--- src/rtl/axi_burst_reader.sv ---
// rtl/axi_burst_reader.sv - AXI4 INCR-burst read master with length checking and buffered responses
module axi_burst_reader #(
    parameter int DW       = 512,
    parameter int AW       = 64,
    parameter int ID_WIDTH = 16,
    parameter int MAX_OUT  = 4
) (
    input  logic                       clk,
    input  logic                       nreset,
    input  logic                       req_valid,
    input  logic [AW-1:0]              req_addr,
    input  logic [7:0]                 req_len,
    output logic                       req_ready,
    output logic                       rsp_valid,
    output logic [DW-1:0]              rsp_data,
    output logic                       rsp_last,
    output logic                       rsp_err,
    input  logic                       rsp_ready,
    output logic [ID_WIDTH-1:0]        m_axi_arid,
    output logic [AW-1:0]              m_axi_araddr,
    output logic [7:0]                 m_axi_arlen,
    output logic [2:0]                 m_axi_arsize,
    output logic [1:0]                 m_axi_arburst,
    output logic                       m_axi_arvalid,
    input  logic                       m_axi_arready,
    input  logic [ID_WIDTH-1:0]        m_axi_rid,
    input  logic [DW-1:0]              m_axi_rdata,
    input  logic [1:0]                 m_axi_rresp,
    input  logic                       m_axi_rlast,
    input  logic                       m_axi_rvalid,
    output logic                       m_axi_rready,
    output logic [$clog2(MAX_OUT):0]   outstanding,
    output logic                       err_sticky,
    output logic                       proto_err,
    input  logic                       err_clear
);

    localparam int SZ = $clog2(DW / 8);
    localparam int OW = $clog2(MAX_OUT) + 1;
    localparam int PW = (MAX_OUT > 1) ? $clog2(MAX_OUT) : 1;
    localparam logic [OW-1:0] MAX_OUT_C = OW'(MAX_OUT);

    typedef enum logic {S_IDLE, S_ADDR} state_t;

    state_t           state, state_nxt;
    logic [AW-1:0]    ar_addr_q;
    logic [7:0]       ar_len_q;

    logic [7:0]       len_mem [2**PW];
    logic [PW-1:0]    len_wr_ptr, len_rd_ptr;
    logic [7:0]       beat_cnt;

    logic [DW-1:0]    buf_data [2];
    logic             buf_last [2];
    logic             buf_err  [2];
    logic             buf_wr, buf_rd;
    logic [1:0]       buf_cnt;
    logic             r_init;

    logic             ar_hs, r_hs, rsp_hs, out_empty, retire, len_bad;
    logic             unused_bits;

    assign unused_bits = ^{m_axi_rid, m_axi_rresp[0], req_addr[SZ-1:0]};

    assign ar_hs     = m_axi_arvalid && m_axi_arready;
    assign r_hs      = m_axi_rvalid && m_axi_rready;
    assign rsp_hs    = rsp_valid && rsp_ready;
    assign out_empty = (outstanding == '0);
    assign retire    = r_hs && m_axi_rlast && !out_empty;
    // A beat with nothing outstanding, or RLAST disagreeing with the expected length, is a protocol error
    assign len_bad   = r_hs && (out_empty || (m_axi_rlast != (beat_cnt == len_mem[len_rd_ptr])));

    always_ff @(posedge clk or negedge nreset) begin
        if (!nreset) state <= S_IDLE;
        else         state <= state_nxt;
    end

    // Length FIFO occupancy always equals outstanding, so one limit covers both
    always_comb begin
        state_nxt     = state;
        req_ready     = 1'b0;
        m_axi_arvalid = 1'b0;
        case (state)
            S_IDLE: begin
                req_ready = (outstanding < MAX_OUT_C);
                if (req_valid && req_ready) state_nxt = S_ADDR;
            end
            S_ADDR: begin
                m_axi_arvalid = 1'b1;
                if (m_axi_arready) state_nxt = S_IDLE;
            end
            default: state_nxt = S_IDLE;
        endcase
    end

    always_ff @(posedge clk or negedge nreset) begin
        if (!nreset) begin
            ar_addr_q <= '0;
            ar_len_q  <= '0;
        end else if (req_valid && req_ready) begin
            ar_addr_q <= {req_addr[AW-1:SZ], {SZ{1'b0}}};
            ar_len_q  <= req_len;
        end
    end

    assign m_axi_arid    = '0;
    assign m_axi_araddr  = ar_addr_q;
    assign m_axi_arlen   = ar_len_q;
    assign m_axi_arsize  = 3'(SZ);
    assign m_axi_arburst = 2'b01;

    always_ff @(posedge clk) begin
        if (ar_hs) len_mem[len_wr_ptr] <= ar_len_q;
    end

    always_ff @(posedge clk or negedge nreset) begin
        if (!nreset) begin
            len_wr_ptr  <= '0;
            len_rd_ptr  <= '0;
            outstanding <= '0;
            beat_cnt    <= '0;
        end else begin
            if (ar_hs)  len_wr_ptr <= len_wr_ptr + PW'(1);
            if (retire) len_rd_ptr <= len_rd_ptr + PW'(1);
            case ({ar_hs, retire})
                2'b10:   outstanding <= outstanding + OW'(1);
                2'b01:   outstanding <= outstanding - OW'(1);
                default: outstanding <= outstanding;
            endcase
            if (r_hs && !out_empty) beat_cnt <= m_axi_rlast ? 8'd0 : beat_cnt + 8'd1;
        end
    end

    always_ff @(posedge clk or negedge nreset) begin
        if (!nreset) begin
            err_sticky <= 1'b0;
            proto_err  <= 1'b0;
        end else if (err_clear) begin
            err_sticky <= 1'b0;
            proto_err  <= 1'b0;
        end else begin
            if (r_hs && m_axi_rresp[1]) err_sticky <= 1'b1;
            if (len_bad)                proto_err  <= 1'b1;
        end
    end

    // Two-entry response buffer; R acceptance depends only on free space
    always_ff @(posedge clk) begin
        if (r_hs) begin
            buf_data[buf_wr] <= m_axi_rdata;
            buf_last[buf_wr] <= m_axi_rlast;
            buf_err[buf_wr]  <= m_axi_rresp[1];
        end
    end

    always_ff @(posedge clk or negedge nreset) begin
        if (!nreset) begin
            buf_wr  <= 1'b0;
            buf_rd  <= 1'b0;
            buf_cnt <= 2'd0;
            r_init  <= 1'b0;
        end else begin
            r_init <= 1'b1;
            if (r_hs)   buf_wr <= ~buf_wr;
            if (rsp_hs) buf_rd <= ~buf_rd;
            case ({r_hs, rsp_hs})
                2'b10:   buf_cnt <= buf_cnt + 2'd1;
                2'b01:   buf_cnt <= buf_cnt - 2'd1;
                default: buf_cnt <= buf_cnt;
            endcase
        end
    end

    assign m_axi_rready = r_init && (buf_cnt != 2'd2);
    assign rsp_valid    = (buf_cnt != 2'd0);
    assign rsp_data     = buf_data[buf_rd];
    assign rsp_last     = buf_last[buf_rd];
    assign rsp_err      = buf_err[buf_rd];

endmodule

--- config.mk ---
export PLATFORM = sky130hd
export DESIGN_NAME = axi_burst_reader
export DESIGN_NICKNAME = d
export VERILOG_FILES = /design/src/rtl/axi_burst_reader.sv
export SDC_FILE = /design/constraint.sdc
export NUM_CORES = 1
export LEC_CHECK = 0
export CAP_MARGIN = 10
export CORE_AREA = 2 2 483 485
export CTS_CLUSTER_DIAMETER = 60
export DETAILED_ROUTE_END_ITERATION = 6
export DIE_AREA = 0 0 485 487
export SKIP_CTS_REPAIR_TIMING = 1
export SLEW_MARGIN = 20
export SYNTH_ARGS = -nofsm -noshare
export SYNTH_HDL_FRONTEND = slang
export SYNTH_SLANG_ARGS = --single-unit
--- constraint.sdc ---
create_clock -name clk -period 45.8 [get_ports clk]
set_input_delay 9.16 -clock clk [delete_from_list [all_inputs] [get_ports clk]]
set_output_delay 9.16 -clock clk [all_outputs]
set_load 0.01 [all_outputs]
==> reports/qor.csv, run 1 <==
metric,value,unit
worstPathRequired,36.64,ns
cts_root_buf,clkbuf_16,
post-place-cells,6112,
path_buf_inv,4,
cts_sinks,1149,
worst_slew_pin_slew,1.05,ns
crit_arrival,5.10,ns
die_w,485,µm
worst_clock_skew,0.0294,ns
coreArea,231000,µm²
hold_path_class,reg2reg,
path_class,reg2out,
worstSkewPairLatency,0.76,ns
synth_cell_types,33,
vias,23500,
postRouteAntennaNets,0,
finalSetupViolCount,0,
syn_inst,1938,
fin_area,62100,µm²
htree_levels,4,
areaGrowthSynthToFinish,48.0,%
synth_area_leaders,"edfxtp_1 (76%), mux2_2 (16%), dfrtp_1 (5.3%), buf_4 (0.48%), clkbuf_1 (0.46%)",
worstPathMaxFanout,60,
place_area,57400,µm²
power_density,59.0,nW/µm²
gp_congestion,0.855,
slowest_delay,0.90,ns
dp_slack,32.08,ns
worst_ir_drop_vdd,0.0382,mV
fp-row-count,177,
routed_wirelength,150000,µm
period_share,0.311,
finalHoldViolCount,0,
dr.pass1.iters,4,
final_common_cell,clkdlybuf4s50_1,
critical_path.top_delay_family,buffers and inverters,
numPortBuffers,1175,
slowest_stage,dfrtp_4,
status,completed,
instances_no_fill,6393,
avgSynthCellArea,21.7,µm²
finalSetupTns,0,ns
tritoncts,done,
cp_cell_sequence,buf_4 > buf_4 > buf_4 > mux2_2 > clkdlybuf4s50_1,
boundaryPins,1226,
yosysSeqAreaShare,0.811,
drt_iter0_markers,1203,
grt_usage,0.122,
maxSlewHeadroom,0.299,
yosysWarnings,0,
fin_util,0.269,
wl_per_cell,23.4,µm
grt-ovfl-total,0,
routed_via_density,3.67,
p_leak,20.5,nW
fmax,70.1,MHz
grt_max_degree,136,
layout-drive-gt1-share,0.249,
cts_buffers,142,
slew_viol_final,0,
worst_slack,31.54,ns
nNetsFinal,3831,
grt_pass1_wl,199000,µm
cp-start-kind,flip-flop,
synth_seq_cells,1149,
cts_max_path_buffers,3,
initial_core_util,0.181,
synth_area,42000,µm²
hpwl,115000,µm
die_h,487,µm
design.die.area,236000,µm²
max_cap_viol_count,0,
clk_pin_slew,0.06,ns
final_cell_mix,"clkdlybuf4s50_1 (1,174), edfxtp_1 (1,060), mux2_2 (581)",
yosysTopAreaCell,edfxtp_1,
grt_pass1_vias,24400,
drc,0,
fin_crit,14.26,ns
antenna_found_initial,84,
cp_common_cell,buf_4,
end_kind,primary output,
yosys.area.top_type_share,0.758,
rsz0062_at_grt,no,
## stage by stage
stage	hold WS, ns	power, mW
after CTS	0.508	3.73
after global routing	0.519	3.82
after floorplan	0.461	2.01
after detailed placement	0.496	2.59
after global placement	0.490	2.59
final	0.504	3.66
## power by group
group          internal [mW]  switching [mW]
sequential              1.32          0.0680
combinational          0.605           0.554
clock                  0.650           0.463
## layer usage
layer  track usage  share of wire  up-vias
met1         0.128           0.36    11800
met3        0.0710           0.13      319
met2         0.205           0.48     1159
li1              -              -    10200
met5             0         0.0022        -
met4        0.0361          0.025       50
## sequential cells by signal, summed over array words and instances, names as in the netlist, 2 cells and up
name and flops:
outstanding 3, buf_err 2, m_axi_araddr 58, buf_cnt 2
len_wr_ptr 2, beat_cnt 8, buf_last 2, m_axi_arlen 8
buf_data 1024, len_mem 32, len_rd_ptr 2
## layout make-up
cell class | count | area, µm²
clock buffer | 174 | 3700
fill | 23300 | 169000
inverter | 11 | 41.3
timing repair buffer | 1201 | 12000
clock inverter | 91 | 993
tap | 3043 | 3810
antenna | 16 | 40.0
sequential | 1149 | 34100
multi-input combinational | 708 | 7520
## path summary, 6_finish.rpt
kind / start / endpoint / slack, ns / cells after the start
worst min register to register: m_axi_araddr[26] / m_axi_araddr[26] / 0.50 / 1
worst max-delay path: buf_rd / rsp_data[385] / 31.54 / 5
max in group asynchronous: nreset / m_axi_araddr[56] / 36.31 / 2
worst min-delay path: m_axi_araddr[26] / m_axi_araddr[26] / 0.50 / 1
min in group asynchronous: nreset / m_axi_araddr[53] / 8.35 / 1
worst max register to register: buf_cnt[0] / buf_data[0][431] / 41.72 / 8
## cells in the mapped netlist
| cell type | n |
|---|---|
| inv_1 | 11 |
| buf_2 | 8 |
| o21bai_1 | 1 |
| mux2i_1 | 2 |
| nand3_1 | 3 |
| buf_1 | 8 |
| a21oi_1 | 5 |
| clkbuf_1 | 52 |
| a21o_1 | 2 |
| mux4_2 | 4 |
| dfrtp_1 | 89 |
| nand4_1 | 1 |
| xor2_1 | 12 |
| or3_1 | 2 |
| o2111ai_1 | 1 |
| buf_6 | 1 |
| conb_1 | 2 |
| nor2_1 | 11 |
| mux4_1 | 4 |
| fa_1 | 1 |
| and2_1 | 3 |
| buf_4 | 27 |
| nand2_1 | 11 |
| mux2_2 | 581 |
| nor3_1 | 5 |
| ha_1 | 7 |
| o21ai_0 | 5 |
| xnor2_1 | 9 |
| and3_1 | 6 |
| edfxtp_1 | 1060 |
| nor3b_2 | 1 |
| nor4_4 | 2 |
| a21boi_0 | 1 |
## kinds of logic (layout without fill, tap and decap cells)
| group | count (synthesis) | after routing | synth area share |
|---|---|---|---|
| AO/OA/AOI/OAI | 15 | 15 | 0.00212 |
| XOR/XNOR | 21 | 21 | 0.00438 |
| adder cells (fa/ha/maj) | 8 | 8 | 0.00256 |
| buffers and inverters | 107 | 1477 | 0.0124 |
| flip-flops | 1149 | 1149 | 0.811 |
| multiplexers | 591 | 591 | 0.161 |
| other | 2 | 44 | 0.000179 |
| AND/OR/NAND/NOR | 45 | 45 | 0.00602 |
No activity file was read; power rests on OpenSTA's default activity.
==> run 2: changes to the inputs <==
==> constraint.sdc (replaced) <==
create_clock -name clk -period 13.8 [get_ports clk]
set_input_delay 2.76 -clock clk [delete_from_list [all_inputs] [get_ports clk]]
set_output_delay 2.76 -clock clk [all_outputs]
set_load 0.01 [all_outputs]
==> run 2 against run 1 <==
Count of clock-buffer cells in the layout is 1 higher. Cell count hardly changed. Utilization hardly changed. Non-clock buffer count did not move. Critical path depth is 1 lower. Sequential share of layout area is essentially flat. Clock power grew to 3.3 times the previous value. Register-to-register slack lost 32 ns. Worst setup slack worse by 25 ns. Power grew to 3.3 times the previous value. First-iteration DRC count down 1.7%. Design area barely moved.
==> reports/qor.csv, run 2 (synthesized netlist as in run 1, its figures left out) <==
metric,value,unit,change
status,completed,,
hold_path_class,reg2reg,,
die_h,487,µm,unchanged
maxSlewHeadroom,0.285,,-0.0138
cp_cell_sequence,buf_12 > buf_4 > mux2_2 > clkdlybuf4s50_1,,
rsz0062_at_grt,no,,
worstPathMaxFanout,135,,+130%
instances_no_fill,6390,,-0.047%
grt_pass1_vias,24400,,-0.17%
path_depth,4,,-1
slowest_stage,buf_4,,
period_share,0.519,,
initial_core_util,0.181,,unchanged
gp_congestion,0.887,,+3.7%
cts_sinks,1149,,unchanged
grt_pass1_wl,202000,µm,+1.2%
htree_levels,4,,unchanged
largest_register_ffs,1024,,unchanged
worst_slew_pin_slew,1.07,ns,+0.0206 ns
wl_met2,73000,µm,+1.0%
path_class,reg2out,,
top_layer,met5,,
max_cap_viol_count,0,,unchanged
dp_slack,6.77,ns,-25.30 ns
worstSkewPairLatency,0.77,ns,about the same
hpwl,116000,µm,+1.3%
die_w,485,µm,unchanged
finalSetupViolCount,0,,unchanged
finalSetupTns,0,ns,unchanged
final_cell_mix,"clkdlybuf4s50_1 (1,174), edfxtp_1 (1,060), mux2_2 (581)",,
hold_depth,2,,+1
slew_viol_final,0,,unchanged
nNetsFinal,3832,,+0.026%
routed_wirelength,152000,µm,+1.7%
dr.pass1.iters,5,,+1
clk_pin_slew,0.05,ns,about the same
critical_path.top_delay_family,buffers and inverters,,
end_kind,primary output,,
antenna_found_initial,92,,+9.5%
boundaryPins,1226,,unchanged
p_leak,20.5,nW,+0.21%
drt_iter0_markers,1182,,-1.7%
fmax,140,MHz,
final_common_cell,clkdlybuf4s50_1,,
grt_max_degree,136,,unchanged
grt-ovfl-total,0,,unchanged
layout-drive-gt1-share,0.250,,+0.00113
vias,23400,,-0.29%
design.die.area,236000,µm²,unchanged
met3WireLength,19600,µm,+2.6%
cts_root_buf,clkbuf_16,,
grt_usage,0.124,,+0.00207
fin_crit,7.16,ns,
cts_buffers,143,,+0.70%
fin_area,62200,µm²,about the same
post-place-cells,6112,,unchanged
areaGrowthSynthToFinish,48.2,%,about the same
slowest_delay,0.88,ns,-0.02 ns
worst_ir_drop_vdd,0.178,mV,+360%
tritoncts,done,,
worstPathRequired,11.04,ns,-25.60 ns
worst_clock_skew,0.0558,ns,+0.0263 ns
path_buf_inv,3,,-1
worst_slack,6.64,ns,-24.90 ns
top_register,buf_data,,
place_area,57400,µm²,about the same
crit_arrival,4.40,ns,-0.70 ns
power_density,196,nW/µm²,+230%
finalHoldViolCount,0,,unchanged
numPortBuffers,1175,,unchanged
reg2reg_depth,8,,unchanged
wl_per_cell,23.8,µm,+1.7%
coreArea,231000,µm²,unchanged
cp-start-kind,flip-flop,,
drc,0,,unchanged
postRouteAntennaNets,0,,unchanged
routed_via_density,3.66,,-0.25%
cts_max_path_buffers,3,,unchanged
drt-met1-wl,55000,µm,+1.2%
fp-row-count,177,,unchanged
run 2: changes by cell type in the layout (fill, tap and decap cells not counted), sizes merged:
cell | before | now
bufinv | 11 | 10
clkbuf | 174 | 175
clkinv | 54 | 52
clkinvlp | 7 | 5
inv | 30 | 31
run 2: power by group:
group | total [mW] | switching, mW | internal, mW
logic | 3.86 | 1.84 | 2.02
clock network | 3.71 | 1.55 | 2.16
registers | 4.61 | 0.216 | 4.39
run 2: final timing paths:
| kind | endpoint | startpoint | slack [ns] |
|---|---|---|---|
| max in group asynchronous | m_axi_araddr[35] | nreset | 10.69 |
| min in group asynchronous | m_axi_araddr[49] | nreset | 1.97 |
| hold reg to reg | err_sticky | err_sticky | 0.50 |
| hold / removal | err_sticky | err_sticky | 0.50 |
| setup / recovery | rsp_data[368] | buf_rd | 6.64 |
| setup reg to reg | buf_data[0][447] | buf_cnt[0] | 9.36 |
run 2: worst reg2reg max path, stage by stage, from the launching register on:
cell      delay (ns)
dfrtp_1         0.42
inv_1           0.08
a21boi_0        0.29
and2_1          0.24
inv_1           0.12
nor2_4          0.75
buf_4           0.56
buf_4           0.87
buf_4           0.69
run 2: final cells by class:
cell class / instances / area, µm²
Clock inverter: 87 / 963
Clock buffer: 175 / 3750
Timing Repair Buffer: 1201 / 12000
Fill cell: 23200 / 169000
Sequential cell: 1149 / 34100
Tap cell: 3043 / 3810
Multi-Input combinational cell: 708 / 7510
Antenna cell: 16 / 40.0
Inverter: 11 / 41.3
run 2: per-stage QoR:
stage          power [mW]  utilization  hold WS, ns
3_3_place_gp         8.59        0.248        0.491
4_1_cts              12.4        0.269        0.508
6_report             12.2        0.269        0.501
3_5_place_dp         8.61        0.248        0.493
5_1_grt              12.7        0.269        0.522
2_1_floorplan        6.46            -        0.498
run 2: routing by layer:
metal  up-vias  global-route usage
met2      1174               0.206
met4        64              0.0394
met5         -                   0
met1     11600               0.132
met3       337              0.0710
li1      10200                   -
